<file path="config.mk">
export PLATFORM = sky130hd
export DESIGN_NAME = arb_rr_lock
export DESIGN_NICKNAME = d
export VERILOG_FILES = /design/src/rtl/arb_rr_lock.sv
export SDC_FILE = /design/constraint.sdc
export NUM_CORES = 1
export LEC_CHECK = 0
export BUFFER_PORTS_ARGS = -buffer_cell sky130_fd_sc_hd__buf_2
export CAP_MARGIN = 40
export CORE_ASPECT_RATIO = 1.2
export CORE_UTILIZATION = 55
export CTS_CLUSTER_DIAMETER = 100
export DETAILED_ROUTE_END_ITERATION = 16
export GPL_TIMING_DRIVEN = 0
export PLACE_DENSITY = 0.8
export RECOVER_POWER = 25
export SKIP_CTS_REPAIR_TIMING = 1
export SYNTH_ARGS = -nofsm -noshare
export SYNTH_HDL_FRONTEND = slang
export SYNTH_SLANG_ARGS = --single-unit
</file>
<file path="constraint.sdc">
create_clock -name clk -period 4.77 [get_ports clk]
set_clock_uncertainty 0.1 [all_clocks]
set_input_delay 0.2385 -clock clk [delete_from_list [all_inputs] [get_ports clk]]
set_output_delay 0.2385 -clock clk [all_outputs]
set_load 0.005 [all_outputs]
</file>
<file path="src/rtl/arb_rr_lock.sv">
// Round-robin arbiter with per-requester transfer locking. The grant is held
// until the owner's last beat completes, then handed over with no bubble.

module pry2oht_tree #(
  parameter int    WIDTH          = 8,
  parameter int    SPLIT          = 2,
  parameter int    IMPLEMENTATION = 0,
  parameter string DIRECTION      = "LSB"
) (
  input  logic [WIDTH-1:0] pry,
  output logic [WIDTH-1:0] oht,
  output logic             vld
);

  logic [WIDTH-1:0] p;
  logic [WIDTH-1:0] o;

  // The tree itself always resolves towards bit 0; MSB priority mirrors it.
  if (DIRECTION == "MSB") begin : g_rev
    for (genvar i = 0; i < WIDTH; i++) begin : g_bit
      assign p[i]   = pry[WIDTH-1-i];
      assign oht[i] = o[WIDTH-1-i];
    end
  end else begin : g_fwd
    assign p   = pry;
    assign oht = o;
  end

  if (WIDTH <= SPLIT) begin : g_leaf
    assign vld = |p;
    if (IMPLEMENTATION == 0) begin : g_scan
      // NOTE: give o a default before the loop so no path leaves it unassigned
      // (no latch); blocking '=' is correct inside combinational blocks.
      always_comb begin
        o = '0;
        for (int i = WIDTH - 1; i >= 0; i--) begin
          if (p[i]) o = WIDTH'(1) << i;
        end
      end
    end else begin : g_arith
      assign o = p & (~p + WIDTH'(1));
    end
  end else begin : g_node
    localparam int SUB = WIDTH / SPLIT;

    logic [SPLIT-1:0] sub_vld;
    logic [SPLIT-1:0] sel;
    logic [WIDTH-1:0] sub_oht;
    logic             top_vld;

    for (genvar g = 0; g < SPLIT; g++) begin : g_sub
      pry2oht_tree #(
        .WIDTH          (SUB),
        .SPLIT          (SPLIT),
        .IMPLEMENTATION (IMPLEMENTATION),
        .DIRECTION      ("LSB")
      ) u_sub (
        .pry (p[g*SUB +: SUB]),
        .oht (sub_oht[g*SUB +: SUB]),
        .vld (sub_vld[g])
      );
      assign o[g*SUB +: SUB] = sel[g] ? sub_oht[g*SUB +: SUB] : '0;
    end

    // A second-level tree picks the lowest non-empty group.
    pry2oht_tree #(
      .WIDTH          (SPLIT),
      .SPLIT          (SPLIT),
      .IMPLEMENTATION (IMPLEMENTATION),
      .DIRECTION      ("LSB")
    ) u_top (
      .pry (sub_vld),
      .oht (sel),
      .vld (top_vld)
    );
    assign vld = top_vld;
  end

endmodule

module arb_rr_lock #(
  parameter  int WIDTH          = 8,
  parameter  int SPLIT          = 2,
  parameter  int IMPLEMENTATION = 0,
  localparam int WIDTH_LOG      = $clog2(WIDTH)
) (
  input  logic                 clk,
  input  logic                 rst,
  input  logic [WIDTH-1:0]     req,
  input  logic [WIDTH-1:0]     lst,
  input  logic                 rdy,
  output logic [WIDTH-1:0]     gnt,
  output logic [WIDTH_LOG-1:0] idx,
  output logic                 vld,
  output logic                 trn
);

  typedef enum logic {IDLE, BUSY} state_t;

  state_t               state;
  logic [WIDTH-1:0]     msk;
  logic [WIDTH-1:0]     cnd;
  logic [WIDTH-1:0]     arb_msk;
  logic [WIDTH-1:0]     above;
  logic [WIDTH-1:0]     oht_m;
  logic [WIDTH-1:0]     oht_u;
  logic [WIDTH-1:0]     win;
  logic [WIDTH_LOG-1:0] win_idx;
  logic                 vld_m;
  logic                 vld_u;
  logic                 rel;

  assign vld = |gnt;
  assign trn = vld & rdy & |(gnt & req);
  assign rel = (state == BUSY) & trn & |(lst & gnt);

  // Bits strictly above the current owner; empty when the owner is the top bit.
  assign above = ~(gnt | (gnt - WIDTH'(1)));

  // During a release the new mask takes effect in the same cycle, so the
  // handover winner already sees the rotated priority.
  assign cnd     = (state == BUSY) ? (req & ~gnt) : req;
  assign arb_msk = (state == BUSY) ? above : msk;

  pry2oht_tree #(
    .WIDTH          (WIDTH),
    .SPLIT          (SPLIT),
    .IMPLEMENTATION (IMPLEMENTATION),
    .DIRECTION      ("LSB")
  ) u_masked (
    .pry (cnd & arb_msk),
    .oht (oht_m),
    .vld (vld_m)
  );

  pry2oht_tree #(
    .WIDTH          (WIDTH),
    .SPLIT          (SPLIT),
    .IMPLEMENTATION (IMPLEMENTATION),
    .DIRECTION      ("LSB")
  ) u_unmasked (
    .pry (cnd),
    .oht (oht_u),
    .vld (vld_u)
  );

  assign win = vld_m ? oht_m : oht_u;

  always_comb begin
    win_idx = '0;
    for (int i = 0; i < WIDTH; i++) begin
      if (win[i]) win_idx = win_idx | WIDTH_LOG'(i);
    end
  end

  // NOTE: registered state uses non-blocking '<=' so every flop samples the
  // pre-edge values regardless of statement order.
  always_ff @(posedge clk) begin
    if (rst) begin
      state <= IDLE;
      gnt   <= '0;
      idx   <= '0;
      msk   <= '1;
    end else begin
      case (state)
        IDLE: begin
          if (|req) begin
            gnt   <= win;
            idx   <= win_idx;
            state <= BUSY;
          end
        end
        BUSY: begin
          if (rel) begin
            msk <= above;
            if (|cnd) begin
              gnt <= win;
              idx <= win_idx;
            end else begin
              gnt   <= '0;
              idx   <= '0;
              state <= IDLE;
            end
          end
        end
      endcase
    end
  end

  // Unused tree valid of the unmasked instance: any cnd bit implies a winner.
  logic unused_vld_u;
  assign unused_vld_u = vld_u;

endmodule

</file>
* Word level (Yosys, flattened, before mapping)
Cells that the tools add are included.
** Word-level totals
- Flip-flop bits (word level) :: 20
- Bits of input ports :: 19
- Output and inout port bits :: 13
** Cells by class
- $add $sub $neg :: 1
- Eq/ne operators :: 2
- Muxes and demuxes :: 62
- Bitwise operators :: 12
- Reduce and logical (&&, ||, !) cells :: 20
** Operator list (count)
- 2-bit two-way mux :: 38
- 8-bit two-way mux :: 6
- 8-bit OR reduction :: 6
- 8-bit AND :: 4
- 3-bit two-way mux :: 7
- 4-bit two-way mux :: 4
- 8-bit inverter :: 2
- 8-bit case mux with 2 select lines :: 1
- 2-bit OR reduction :: 8
- 4-bit OR reduction :: 4
- 8-bit OR :: 1
- 8-bit by 1-bit subtractor with 8-bit output, second input constant :: 1
- 3-bit case mux with 2 select lines :: 1
- 1-bit AND :: 4
- 1-bit two-way mux :: 4
- 2-bit AND reduction :: 2
- 2-bit by 1-bit != test with 1-bit output, second input constant :: 1
- 2-bit != test, second input constant :: 1
- 1-bit case mux with 2 select lines :: 1
- 1-bit inverter :: 1

* Depth between registers and ports, before layout
Gate-level depths: netlist of run 1.
- Depth in word-level cells :: 21
- Mapped depth :: 9
- Gate-level depth less buffers :: 7

* Modules after synthesis
From an unflattened synthesis of run 1, not the netlist that was laid out.
** Unflattened totals
- Cell total of the unflattened synthesis :: 226
- Area total of the unflattened synthesis :: 1864.3 µm²
** By module, submodules not included
- arb_rr_lock :: instances 1, cells each 152, area each 1383.8 µm²
- pry2oht_tree at u_masked.g_node.g_sub[0].u_sub.g_node.g_sub[0].u_sub ... :: instances 14, cells each 3, area each 20.0 µm²
- pry2oht_tree at u_masked ... :: instances 2, cells each 8, area each 50.0 µm²
- pry2oht_tree at u_masked.g_node.g_sub[0].u_sub ... :: instances 4, cells each 4, area each 25.0 µm²

* Worst setup path after synthesis of run 1
Ideal clock, no wire load.
- Kind :: reg-to-reg
- From :: reg gnt[4]
- To :: reg gnt[7]
- Arrival :: 1.879 ns
- Path slack :: 2.720 ns
- Cell stages (with the launch flop) :: 9
- Period minus slack after synthesis :: 2.050 ns
- Cell sequence :: dfxtp_1 -> buf_2 -> a22oi_1 -> a41oi_2 -> a21oi_2 -> or2_0 -> buf_2 -> or4_1 -> a21oi_1
** On the way
- Elaborated cells between the ends (all ways) :: 44
** RTL lines
- from (decl) :: RTL line 92 : output logic [WIDTH-1:0] gnt,
- from (signal assigned) :: RTL line 168 : gnt <= win;
- from (signal assigned) :: RTL line 177 : gnt <= win;
- 8-bit OR reduction / 8-bit AND (equally long branches) :: RTL line 113, 114
- 1-bit AND / 8-bit OR reduction (equally long branches) :: RTL line 114 : assign trn = vld & rdy & |(gnt & req);
- 1-bit AND (*) :: RTL line 114
- net trn :: RTL line 95 : output logic trn
- 1-bit AND (*) (2 in series) :: RTL line 115 : assign rel = (state == BUSY) & trn & |(lst & gnt);
- 2-bit by 1-bit != test with 1-bit output (no source line) (*)
- 2-bit AND reduction (no source line) (*)
Mark *: on every way through the listed nets, which the timed path passes. The rest lies on a longest branch. The select of a mux whose other input is x is not followed.
A chain may end at the register's enable or synchronous reset.

* Worst setup path after layout of run 1
- From :: reg gnt[1]
- To :: reg idx[0]
** On the way
- Cells in the longest elaborated chain, start to end :: 20
- Elaborated cells between the ends (all ways) :: 69
** RTL lines
- 8-bit by 1-bit subtractor with 8-bit output :: RTL line 118 : assign above = ~(gnt | (gnt - WIDTH'(1)));
- 8-bit OR :: RTL line 118
- 8-bit inverter :: RTL line 118
- 8-bit two-way mux :: RTL line 123 : assign arb_msk = (state == BUSY) ? above : msk;
- 8-bit AND :: RTL line 131 : .pry (cnd & arb_msk),
- 2-bit two-way mux / 2-bit OR reduction (equally long branches) :: RTL line 37, 30
- 2-bit two-way mux :: RTL line 37 : if (p[i]) o = WIDTH'(1) << i;
- 2-bit two-way mux :: RTL line 62 : assign o[g*SUB +: SUB] = sel[g] ? sub_oht[g*SUB +: SUB] : '0;
- 4-bit two-way mux :: RTL line 62
- 8-bit two-way mux :: RTL line 147 : assign win = vld_m ? oht_m : oht_u;
- 1-bit two-way mux :: RTL line 152 : if (win[i]) win_idx = win_idx | WIDTH_LOG'(i);
- 2-bit two-way mux (2 in series) :: RTL line 152
- 3-bit two-way mux (4 in series) :: RTL line 152
- 3-bit two-way mux :: RTL line 176 : if (|cnd) begin
- 3-bit two-way mux :: RTL line 174 : if (rel) begin
- 3-bit case mux with 2 select lines :: RTL line 165 : case (state)
- to (signal assigned) :: RTL line 169 : idx <= win_idx;
- to (signal assigned) :: RTL line 178 : idx <= win_idx;
- to (decl) :: RTL line 93 : output logic [WIDTH_LOG-1:0] idx,
Parallel ways exist; a longest one is shown, timed or not. The select of a mux whose other input is x is not followed.

==> flow_summary.yaml, run 1 <==
global_route:
  grt_max_degree: 12
  antenna_found_initial: 0
  gr-total-overflow: 0
  grtUsageTotal_pct: 32.1
  grt_pass1_vias: 1526
  grt_pass1_wl_mm: 7.08
power_and_ir_drop:
  p_seq_share_pct: 45.0
  p_switching_w: 0.000131
  intPower_w: 0.000267
  p_per_area_mw_per_mm2: 233
  vdd_drop_max_mv: 0.189
  clkPwrFrac_pct: 26.0
  switching_share_pct: 33.0
  power.leakage_nw: 0.680
  p_comb_share_pct: 29.0
detailed_routing:
  first_pass_iters: 10
  drc_errors: 0
  wl_per_cell_um: 17.5
  vias_per_cell: 6.65
  via_count: 1703
  drt-initial-drc-count: 88
  wl_met1_mm: 1.82
  ant_nets: 0
  drt-total-wl_mm: 4.48
  routed.top_layer: "met4"
  met2_length_mm: 2.15
  route.met3.wl_um: 348
sta:
  min_period_ps: 2450
  setup_slack_ps: 2320
  hold_violations: 0
  rsz0062_at_grt: "no"
  tightest_slew_ps: 732
  fmax_ghz: 0.407
  finalMaxSlewViolations: 0
  setup_viol: 0
  finalCritPeriodShare_pct: 51.5
  slew_headroom_pct: 50.8
  worst_hold_slack_ps: 188
  fin_tns_setup_ps: 0
synthesis:
  yosysSeqAreaShare_pct: 26.9
  syn_inst: 191
  synthArstFlopShare_pct: 0
  ys_types: 56
  synthFlopType: "dfxtp_1"
  synth_fp_nets: 210
  yosysWarnings: 0
  ys_ff_latch: 20
  synth_edf_count: 0
  syn_avg_cell_area_sq_um: 7.80
  synthesis.area_sq_mm: 0.00149
clock_network:
  clkTransAtPathRegs_ps: 130
  cts_made_buffers: 3
  cts_tree: "yes"
  clk_latency_ps: 310
  clkSinkCount: 20
  root_buffer: "clkbuf_4"
  clockBufferDepth: 2
  htree_levels: 1
cells_and_area:
  antenna_cells: 0
  fin_area_sq_mm: 0.00170
  syn2layout_area_growth_pct: 14.4
  drive_gt1_share_pct: 24.7
  nFillCells: 238
  final_cells: 256
  final_common_cell: "buf_2"
  nNetsFinal: 243
  final_cell_mix: "buf_2 (33), nand2_1 (23), dfxtp_1 (20)"
placed_design:
  gp_congestion: 0.972
  dpl-instance-area_sq_mm: 0.00167
  numPortBuffers: 28
  hpwl_mm: 3.32
  dp.cells: 252
  pre_cts_ws_ps: 2380
flow_run:
  maxCapViolations: 0
setup_path:
  critPathLaunchType: "flip-flop"
  cp_data_arrival_time_ps: 2530
  crit_fanout: 10
  cp-end-kind: "flip-flop"
  worstSetupPathType: "flip-flop to flip-flop"
  worstPathRequired_ps: 4850
outcome:
  status: "complete, no violations"
floorplan:
  die-height_um: 59.0
  initial_core_util_pct: 58.3
  die-area_sq_mm: 0.00292
  core_area_sq_mm: 0.00255
  ios: 32
  die_x_um: 49.5
  placementRows: 20
min_path:
  hp-class: "primary input to flip-flop"
==> cells in the mapped netlist, drive strengths merged (5+ instances only) <==
library cell  count  area share, %
a21oi            16            5.6
a22oi             8            4.0
buf              14            6.5
dfxtp            20             27
inv               5            1.3
nand2            23            5.8
nand2b            6            2.5
nand3             5            1.7
nor2             14            3.7
nor3             11            3.7
o21ai             6            2.0
==> layer usage <==
metal,vias to the layer above,GRT usage [%]
met2,101,55.6
met1,794,40.0
met3,24,4.10
met4,0,14.3
met5,-,0
li1,784,-
==> cells by family after synthesis <==
kind of cell / after synthesis / share of synthesized area, %
AND/OR/NAND/NOR: 80 / 28.9
AO/OA/AOI/OAI: 66 / 33.1
multiplexers: 4 / 2.86
buffers and inverters: 21 / 8.24
flip-flops: 20 / 26.9
==> area by class of cell <==
type	instances	area [sq um]	share of cell area [%]
Multi-Input combinational cell	150	966	56.7
Sequential cell	20	400	23.5
Timing Repair Buffer	28	136	8.01
Buffer	16	104	6.10
Tap cell	33	41.3	2.42
Clock buffer	4	36.3	2.13
Inverter	5	18.8	1.10
==> stage by stage <==
stage | power (W) | util, %
final | 0.000398 | 66.7
after CTS | 0.000396 | 66.9
after global placement | 0.000293 | 65.4
after detailed placement | 0.000295 | 65.4
after global routing | 0.000416 | 66.7
after floorplan | 0.000260 | -
==> critical path: stages, from the launching register on <==
cell      delay (ps)
dfxtp_1          390
buf_2            270
nor2_2            90
a311oi_1         670
nand2b_1         350
nor3_1            90
o21ai_0          230
a41oi_1          150
==> state kept, by name (all words and copies together), names as in the netlist <==
name / flops
idx: 3
gnt: 8
state: 1
msk: 8
==> power by group through the flow <==
| stage | logic (W) | registers (W) | clock network [W] |
|---|---|---|---|
| final | 0.000115 | 0.000179 | 0.000103 |
| after global routing | 0.000125 | 0.000179 | 0.000111 |
| after CTS | 0.000114 | 0.000178 | 0.000104 |
| after detailed placement | 0.000112 | 0.000182 | 0 |
| after global placement | 0.000111 | 0.000182 | 0 |
| after floorplan | 0.0000782 | 0.000182 | 0 |
==> final timing paths <==
path               start      to  slack [ps]  cells past startpoint
setup / recovery  gnt[1]  idx[0]        2320                      7
hold / removal    req[0]  gnt[0]         190                      3
setup reg to reg  gnt[1]  idx[0]        2320                      7
hold reg to reg   idx[2]  idx[2]         380                      2
No activity file was read; power rests on OpenSTA's default activity.
==> run 2, diff against run 1 <==
Settings changed: CORE_UTILIZATION 55 to 49, PLACE_DENSITY 0.8 to 0.76.
Clock period 4.77 ns to 2.25 ns, I/O delays scaled along.
==> flow_summary.yaml, run 2 (synthesis gave the netlist of run 1 again) <==
global_route:
  grtUsageTotal_pct: 28.3
  antenna_found_initial: 0
  grt_pass1_vias: 1498
  grt_max_degree: 12
  grt_pass1_wl_mm: 7.11
  gr-total-overflow: 0
setup_path:
  max_stage_delay_ps: 470
  r2r_cells: 8
  worstPathRequired_ps: 2410
  critPathLaunchType: "flip-flop"
  cp_data_arrival_time_ps: 2460
  timing.critical_path.slowest_stage_cell: "or4_1"
  cp-end-kind: "flip-flop"
  crit_fanout: 9
  worstSetupPathType: "flip-flop to flip-flop"
  crit_path_cell_trace: "buf_8, nor4_4, nor3_1, a31oi_1, nand3_1, buf_4, or4_1, a21oi_1"
power_and_ir_drop:
  intPower_w: 0.000609
  vdd_drop_max_mv: 0.413
  power.leakage_nw: 0.804
  p_comb_share_pct: 34.1
  p_switching_w: 0.000319
  p_seq_share_pct: 41.1
  clkPwrFrac_pct: 24.8
  p_per_area_mw_per_mm2: 474
  switching_share_pct: 34.4
clock_network:
  cts_tree: "yes"
  root_buffer: "clkbuf_4"
  clkTransAtPathRegs_ps: 130
  clkSinkCount: 20
  clk_latency_ps: 320
  cts_made_buffers: 3
  clockBufferDepth: 2
  htree_levels: 1
min_path:
  hp-class: "primary input to flip-flop"
  hold_depth: 3
placed_design:
  hpwl_mm: 3.19
  numPortBuffers: 28
  dp.cells: 253
  gp_congestion: 0.913
  pre_cts_ws_ps: -143
  dpl-instance-area_sq_mm: 0.00167
detailed_routing:
  first_pass_iters: 5
  wl_per_cell_um: 17.4
  ant_nets: 0
  via_count: 1717
  drt-total-wl_mm: 4.66
  vias_per_cell: 6.41
  drt-initial-drc-count: 107
  drc_errors: 0
cells_and_area:
  syn2layout_area_growth_pct: 31.5
  multi_input_area_sq_mm: 0.00108
  regArea_sq_um: 419
  final_cells: 268
  antenna_cells: 0
  nFillCells: 249
  largestRegisters: "gnt: 8 flops, msk: 8 flops, idx: 3 flops"
  final_cell_mix: "buf_2 (33), nand2_1 (22), a21oi_1 (15)"
  nNetsFinal: 254
  final_common_cell: "buf_2"
  drive_gt1_share_pct: 39.3
  fin_area_sq_mm: 0.00196
sta:
  hold_violations: 0
  min_period_ps: 2300
  fmax_ghz: 0.435
  setup_viol: 6
  tightest_slew_ps: 593
  slew_headroom_pct: 60.5
  setup_slack_ps: -50.9
  rsz0062_at_grt: "yes"
  finalCritPeriodShare_pct: 102
  finalMaxSlewViolations: 0
outcome:
  status: "finished, violations left"
  violations: "negative setup slack"
floorplan:
  placementRows: 21
  initial_core_util_pct: 52.5
  die_x_um: 52.3
  die-height_um: 62.4
  core_area_sq_mm: 0.00284
  ios: 32
  die-area_sq_mm: 0.00326
flow_run:
  maxCapViolations: 0
run 2: changes by cell type in the layout (fill, tap and decap cells not counted), sizes merged:
cell | previous run | this run
clkbuf | 9 | 8
buf | 39 | 51
run 2: per-stage QoR:
step	utilization, %	total power (W)	TNS, ps	hold WS, ps
2_1_floorplan	-	0.000551	0	216
3_3_place_gp	58.9	0.000625	-748	340
3_5_place_dp	58.9	0.000625	-612	350
4_1_cts	60.2	0.000844	-915	57.4
5_1_grt	69.0	0.000965	-693	75.2
6_report	69.0	0.000928	-207	54.2
run 2: final timing paths:
check / startpoint / endpoint / slack, ps
worst max-delay path: gnt[1] / gnt[7] / -50
worst min-delay path: req[5] / state / 50
worst min register to register: idx[2] / idx[2] / 370
worst max register to register: gnt[1] / gnt[7] / -50
run 2: layout make-up:
type	count	share of cell area, %
Multi-Input combinational cell	150	55.3
Sequential cell	20	21.4
Timing Repair Buffer	41	12.8
Buffer	14	5.50
Tap cell	34	2.17
Clock buffer	4	1.85
Inverter	5	0.958
run 2: routing by layer:
metal	share of wire, %	track usage (%)	vias up
li1	-	-	807
met1	42	39.7	804
met2	47	43.8	95
met3	9.0	3.65	11
met4	2.1	9.54	0
met5	0	0	-
run 2: worst max-delay path: cells and delay by family (launching register included):
family / cells / cell delay, ps
AND/OR/NAND/NOR: 4 / 1060
AO/OA/AOI/OAI: 2 / 400
flip-flops: 1 / 350
buffers and inverters: 2 / 320
run 2: power by group through the flow:
| stage | Sequential (W) | Combinational [W] | Clock (W) |
|---|---|---|---|
| after floorplan | 0.000385 | 0.000166 | 0 |
| after global placement | 0.000386 | 0.000238 | 0 |
| after detailed placement | 0.000386 | 0.000239 | 0 |
| after CTS | 0.000378 | 0.000240 | 0.000226 |
| after global routing | 0.000384 | 0.000340 | 0.000241 |
| final | 0.000382 | 0.000317 | 0.000230 |
